### src/rtl/lift_call_dispatcher.sv
// rtl/lift_call_dispatcher.sv - SCAN call dispatcher driving the lift floor code
module lift_call_dispatcher #(
   parameter int DWELL_CYCLES   = 8,
   parameter int TIMEOUT_CYCLES = 16
) (
   input  logic       clk,
   input  logic       rst,
   input  logic [3:0] call_btn,
   input  logic [3:0] floor_onehot,
   output logic [1:0] req_floor,
   output logic [3:0] pending,
   output logic       door_open,
   output logic       dir_up,
   output logic       busy,
   output logic       fault
);
   localparam logic [1:0] ST_IDLE   = 2'd0;
   localparam logic [1:0] ST_TRAVEL = 2'd1;
   localparam logic [1:0] ST_DOOR   = 2'd2;
   localparam logic [1:0] ST_FAULT  = 2'd3;
   localparam int DW = $clog2(DWELL_CYCLES + 1);
   localparam int TW = $clog2(TIMEOUT_CYCLES + 1);

   logic [1:0]    state;
   logic [3:0]    btn_q;
   logic [1:0]    target;
   logic [DW-1:0] dwell_cnt;
   logic [TW-1:0] tmo_cnt;

   logic [3:0]    rise;
   logic          cur_valid;
   logic [1:0]    cur;
   logic          up_found;
   logic          dn_found;
   logic [1:0]    up_floor;
   logic [1:0]    dn_floor;
   logic          go_up;
   logic [1:0]    next_tgt;
   logic          arrived;
   logic          idle_hit;
   logic          restart;
   logic [3:0]    clr;
   logic [3:0]    latch;
   logic [DW-1:0] dwell_done;

   assign busy = (state == ST_TRAVEL) || (state == ST_DOOR);
   assign rise = call_btn & ~btn_q;

   // Decode the lift position; only a single set indicator is trusted
   always_comb begin
      cur_valid = $onehot(floor_onehot);
      case (floor_onehot)
         4'b0010: cur = 2'd1;
         4'b0100: cur = 2'd2;
         4'b1000: cur = 2'd3;
         default: cur = 2'd0;
      endcase
   end

   // Nearest pending floor above and below the current floor
   always_comb begin
      up_found = 1'b0;
      up_floor = 2'd0;
      dn_found = 1'b0;
      dn_floor = 2'd0;
      for (int i = 3; i >= 0; i--) begin
         if (i > int'(cur) && pending[i]) begin
            up_found = 1'b1;
            up_floor = 2'(i);
         end
      end
      for (int i = 0; i < 4; i++) begin
         if (i < int'(cur) && pending[i]) begin
            dn_found = 1'b1;
            dn_floor = 2'(i);
         end
      end
   end

   // SCAN choice, call clearing, and door-hold restart decisions
   always_comb begin
      go_up      = dir_up ? up_found : ~dn_found;
      next_tgt   = go_up ? up_floor : dn_floor;
      arrived    = (state == ST_TRAVEL) && cur_valid && (cur == target);
      idle_hit   = (state == ST_IDLE) && cur_valid && pending[cur];
      restart    = (state == ST_DOOR) && cur_valid && rise[cur];
      clr        = 4'b0000;
      if (idle_hit) clr = 4'b0001 << cur;
      if (arrived)  clr = 4'b0001 << target;
      latch      = rise;
      if (restart) latch[cur] = 1'b0;
      dwell_done = restart ? DW'(1) : dwell_cnt + 1'b1;
   end

   // Main controller state and registered outputs
   always_ff @(posedge clk or posedge rst) begin
      if (rst) begin
         state     <= ST_IDLE;
         btn_q     <= 4'b0000;
         pending   <= 4'b0000;
         target    <= 2'd0;
         req_floor <= 2'd0;
         door_open <= 1'b0;
         dir_up    <= 1'b1;
         fault     <= 1'b0;
         dwell_cnt <= '0;
         tmo_cnt   <= '0;
      end else begin
         btn_q   <= call_btn;
         pending <= (pending | latch) & ~clr;
         case (state)
            ST_IDLE: begin
               if (cur_valid) begin
                  req_floor <= cur;
                  if (pending[cur]) begin
                     state     <= ST_DOOR;
                     door_open <= 1'b1;
                     dwell_cnt <= '0;
                  end else if (pending != 4'b0000) begin
                     state     <= ST_TRAVEL;
                     dir_up    <= go_up;
                     target    <= next_tgt;
                     req_floor <= next_tgt;
                     tmo_cnt   <= '0;
                  end
               end
            end
            ST_TRAVEL: begin
               if (arrived) begin
                  state     <= ST_DOOR;
                  door_open <= 1'b1;
                  dwell_cnt <= '0;
               end else if (tmo_cnt == TW'(TIMEOUT_CYCLES - 1)) begin
                  state     <= ST_FAULT;
                  fault     <= 1'b1;
                  req_floor <= 2'd0;
               end else begin
                  tmo_cnt <= tmo_cnt + 1'b1;
               end
            end
            ST_DOOR: begin
               if (dwell_done >= DW'(DWELL_CYCLES)) begin
                  state     <= ST_IDLE;
                  door_open <= 1'b0;
                  dwell_cnt <= '0;
               end else begin
                  dwell_cnt <= dwell_done;
               end
            end
            default: begin
               fault     <= 1'b1;
               req_floor <= 2'd0;
               door_open <= 1'b0;
            end
         endcase
      end
   end
endmodule

### config.mk
export PLATFORM = sky130hd
export DESIGN_NAME = lift_call_dispatcher
export DESIGN_NICKNAME = d
export VERILOG_FILES = /design/src/rtl/lift_call_dispatcher.sv
export SDC_FILE = /design/constraint.sdc
export NUM_CORES = 1
export LEC_CHECK = 0
export CAP_MARGIN = 30
export CORE_MARGIN = 3
export CORE_UTILIZATION = 45
export CTS_BUF_LIST = sky130_fd_sc_hd__clkbuf_4
export DETAILED_ROUTE_END_ITERATION = 8
export PLACE_DENSITY = 0.76
export SLEW_MARGIN = 20
export SYNTH_ARGS = -nofsm -noshare
export SYNTH_HDL_FRONTEND = slang
export SYNTH_SLANG_ARGS = --single-unit
export TNS_END_PERCENT = 1
### constraint.sdc
create_clock -name clk -period 3.35 [get_ports clk]
set_input_delay 0.8375 -clock clk [delete_from_list [all_inputs] [get_ports clk]]
set_output_delay 0.8375 -clock clk [all_outputs]
set_load 0.05 [all_outputs]
### Word level (Yosys, flattened, before mapping)

Cells that the tools add are included.

* reduce and logical (&&, ||, !) cells: 26
* shift-type cells: 2
* $lt $le $gt $ge: 9
* add/sub/neg operators: 5
* equal/unequal tests: 19
* bitwise gates (word level): 11
* multiplexer cells: 56

Operators by type and width (count)
* 2-to-1 mux 2 bit: 16
* 2-to-1 mux 4 bit: 8
* 2-to-1 mux 5 bit: 5
* one-hot mux 2 bit (3 select lines): 3
* 2-to-1 mux 1 bit: 17
* AND reduction 4 bit: 4
* logical AND 1 bit: 13
* AND 4 bit: 3
* NOT 4 bit: 3
* one-hot mux 4 bit (3 select lines): 1
* inequality test 2 bit (second input constant): 5
* one-hot mux 5 bit (2 select lines): 1
* inequality test 2 x 1 -> 1 bit (second input constant): 4
* left shift 1 x 2 -> 4 bit (first input constant): 2
* AND reduction 6 bit: 1
* adder 5 x 1 -> 5 bit (second input constant): 1
* equality test 5 x 4 -> 1 bit (second input constant): 1
* AND reduction 5 bit: 1
* adder 1 x 1 -> 2 bit: 2
* adder 4 x 1 -> 4 bit (second input constant): 1
* binary-select mux 1 bit (select 2 bit): 2
* equality test 4 x 2 -> 1 bit (second input constant): 1
* equality test 4 x 3 -> 1 bit (second input constant): 1
* equality test 4 bit (second input constant): 1
* 26 further kinds: 31

* input bits: 10
* register bits after elaboration: 26

### Logic depth before layout (Yosys ltp)

* depth in word-level cells: 14
* mapped depth: 12
* gate-level depth less buffers: 11

### Worst setup path after synthesis

OpenSTA, ideal clock, no wires.

* path kind: input-to-reg
* start: input floor_onehot[3]
* end: register dwell_cnt[2]
* path slack: -312 ps
* buffers on the path: 1
* cell stages on the path: 12
* setup time: 122 ps
* arrival time: 3540 ps
* cell sequence: buf_6 inv_1 fa_1 inv_1 ha_1 ha_1 nor3b_4 nand2_1 a2111oi_2 nor3_1 or3b_1 a32o_1

* cells in the longest elaborated chain, start to end: 9

Ends and longest elaborated chain
* start, declared: line 9 `input logic [3:0] floor_onehot,`
* equality test 4 bit, or another cell as far along: line 52 `case (floor_onehot)`
* one-hot mux 2 bit (3 select lines) or adder 2 x 2 -> 3 bit (tied branches): line 52, 51
* binary-select mux 1 bit (select 2 bit) or equality test 3 x 1 -> 1 bit (tied branches): line 86, 51
* 2-to-1 mux 1 bit (not written as such) or logical AND 1 bit (tied branches): line 86 `restart = (state == ST_DOOR) && cur_valid && rise[cur];`
* logical AND 1 bit: line 86
* 2-to-1 mux 4 bit: line 92 `dwell_done = restart ? DW'(1) : dwell_cnt + 1'b1;`
* greater-or-equal comparator 4 bit: line 142 `if (dwell_done >= DW'(DWELL_CYCLES)) begin`
* 2-to-1 mux 4 bit: line 142
* one-hot mux 4 bit (3 select lines): line 111 `case (state)`
* end signal, assigned: line 147 `dwell_cnt <= dwell_done;`
* end, declared: line 27 `logic [DW-1:0] dwell_cnt;`

Parallel ways exist; a longest one is shown, timed or not. The select of a mux whose other input is x is not followed.
A chain may end at the register's enable or synchronous reset.

### Worst setup path in the final report

* start: input floor_onehot[0]
* end: register dwell_cnt[2]

Same word-level chain as after synthesis.

==> qor.yml <==
outcome: "finished, final reports clean"
worst_ep_arrival_time_ns: 3.33
finalWeightedCongestion: 0.8786
clkLatencyLatePin_ns: 0.34
first_global_vias: 1612
hold_path.startpoint: "fault$_DFFE_PP0P_"
floorplan.die_area_sq_um: 4960
port-buffer-count: 19
drc: 0
min_delay_path_depth: 2
postSynth.topFlopCell: "dfrtp_1"
cts_tree: "built"
final-seq-area_sq_um: 651.9
hold_path_class: "flip-flop to flip-flop"
total_leakage_power_uw: 0.001096
achievable-frequency_ghz: 0.3247
hold_viol: 0
unrepaired_setup_endpoints_after_global_routing: "no"
synth.lib_cells_used.distinct: 57
layout.cells.most_common_list: "buf_4, dfrtp_1, inv_1"
fin_setup_tns_ns: 0
start_util_pct: 48.82
nFillCells: 326
rr_startpoint: "pending[2]$_DFF_PP0_"
grt-ovfl-total: 0
multi_input_comb_area_sq_um: 1147
avgRoutedWirePerCell_um: 14.79
clock_sinks: 26
detail-route-antenna-nets: 0
worst-r2r-setup-slack_ns: 1.19
drt_pre_antenna_iters: 4
timing.critical_path.required_ns: 3.60
clock-skew-final_ns: 0.01184
layout_commonest_cell: "buf_4"
floorplan.core_area_sq_um: 3826
irDropWorstVdd_v: 0.0003896
detailroute.via_count: 1655
setup.worst_path.class: "input port to flip-flop"
whs_endpoint: "fault$_DFFE_PP0P_"
worst-r2r-cell-count: 7
die_height_um: 70.43
regToRegEndpoint: "target[0]$_DFFE_PP0P_"
hold_slack_ns: 0.4873
final-setup-viol-count: 0
wire_length_reported_by_the_detailed_router_um: 4379
startpoint_type_of_the_worst_setup_path: "input port"
antenna_found_initial: 0
slew-limit-headroom_pct: 53.33
number_of_levels_in_the_clock_h_tree: 1
syn_area_sq_um: 1868
grt_util_all_layers_pct: 18.95
worst_setup_path_end_kind: "flip-flop"
portion_of_the_clock_cycle_consumed_by_the_worst_path_in_the_final_layout_pct: 91.94
grt_start_max_net_pins: 27
wire_length_of_the_first_global_routing_pass_um: 7769
post-place-ws_ns: -0.4205
ys_warn_count: 0
synth-edff-count: 0
design.final.nets: 271
ctsHoldBuffers: 0
cts_buffers: 3
clockBufferDepth: 2
async_sr_flop_fraction_pct: 100.0
vias_per_cell: 5.591
detailedRoute.firstIterationViolations: 122
antenna_cells: 0
avgSynthCellArea_sq_um: 9.482
design.portCount: 20
die_w_um: 70.43
area_growth_syn_to_layout_pct: 31.01
hpwlAfterDp_um: 3476
fp-row-count: 22
mappedNetlistNets: 219
postLayoutCoreUtil_pct: 63.96
slew_violations: 0
drive_gt1_share_pct: 25.40
clkSlewWorstSetupHoldPaths_ns: 0.15
postSynthRegisterBits: 26
ctsRootBufferMaster: "clkbuf_4"
setup_slack_ns: 0.2700
power_density_nw_per_um2: 652.1
max_cap_violations: 0
worst_pin_slew_ns: 0.6936
count_of_mapped_cells_out_of_synthesis: 197
synth_seq_area_share_pct: 34.90
largest_fanout_on_the_critical_path: 5
final.min_clock_period_ns: 3.080
-- routing by layer --
layer / global-route usage, % / vias up / wire [um]
li1: - / 827 / -
met1: 28.39 / 782 / 2093
met2: 28.59 / 42 / 2039
met3: 3.453 / 4 / 226
met4: 3.404 / 0 / 19
met5: 0 / - / 0
-- state kept, by name, indices dropped and copies added, names as in the netlist --
name and flops:
dir_up 1, target 2, tmo_cnt 5, req_floor 2, dwell_cnt 4, fault 1, door_open 1, state 2
btn_q 4, pending 4
-- worst max-delay path by stage --
stage | from | to | slack, ns
finish | floor_onehot[0] | dwell_cnt[2]$_DFFE_PP0P_ | 0.27
CTS | floor_onehot[1] | dwell_cnt[2]$_DFFE_PP0P_ | -0.007
detailed placement | floor_onehot[1] | pending[2]$_DFF_PP0_ | -0.42
global route | floor_onehot[1] | dwell_cnt[2]$_DFFE_PP0P_ | 0.14
floorplan | floor_onehot[3] | dwell_cnt[2]$_DFFE_PP0P_ | 0.01
global placement | floor_onehot[0] | dwell_cnt[2]$_DFFE_PP0P_ | -0.35
-- logic make-up after synthesis --
family / after synthesis / synth area share, %
xor+xnor: 3 / 1.407
mux: 9 / 4.890
fa+ha+maj: 12 / 8.439
compound gates: 50 / 21.77
simple gates: 69 / 22.30
flops: 26 / 34.90
buf+inv: 28 / 6.296
-- through the flow --
| stage | total power, uW | instances | cell area [sq um] |
|---|---|---|---|
| finish | 1596 | 296 | 2447 |
| global route | 1706 | 296 | 2447 |
| CTS | 1596 | 295 | 2422 |
| floorplan | 1080 | 197 | 1906 |
| detailed placement | 1369 | 291 | 2365 |
| global placement | 1352 | 291 | 2365 |
-- timing repair --
action / in CTS / in global routing
gates cloned: 0 / 0
pin swaps: 0 / 5
buffers inserted: 0 / 1
gates resized for setup: 1 / 7
setup endpoints to repair: 3 / 17
-- power breakdown --
part	total [uW]	switching [uW]	internal (uW)
clock	219	98.1	121
sequential	481	81.6	399
combinational	896	515	381
total	1600	695	901
-- cell usage after synthesis, drive strengths merged (3+ instances only) --
cell type	instances	area, sq um
dfrtp	25	625.6
inv	22	82.58
nand2	12	45.04
nor2	12	45.04
ha	11	137.6
a21oi	10	65.07
o21ai	10	53.80
mux2i	8	80.08
nand3	7	40.04
nor2b	7	43.79
nor4	6	37.54
buf	5	31.28
a211o	4	35.03
a311oi	4	35.03
nor3	4	20.02
nand2b	3	18.77
nand3b	3	22.52
o41ai	3	26.28
-- critical path, cell delays in order --
cell and delay [ns]:
dlymetal6s2s_1 0.10, inv_2 0.05, fa_1 0.53, inv_1 0.04, ha_2 0.17, ha_4 0.22
nor3b_4 0.30, nand2_2 0.12, a2111oi_4 0.31, nor3_1 0.08, or3b_1 0.37, a32o_1 0.20
-- area by class of cell --
class / instances / area share (%)
multi-input combinational: 143 / 46.88
sequential: 26 / 26.64
timing repair buffer: 53 / 18.51
inverter: 22 / 3.374
tap: 48 / 2.454
clock inverter: 1 / 1.227
clock buffer: 3 / 0.9202
(Power assumes the default switching activity.)
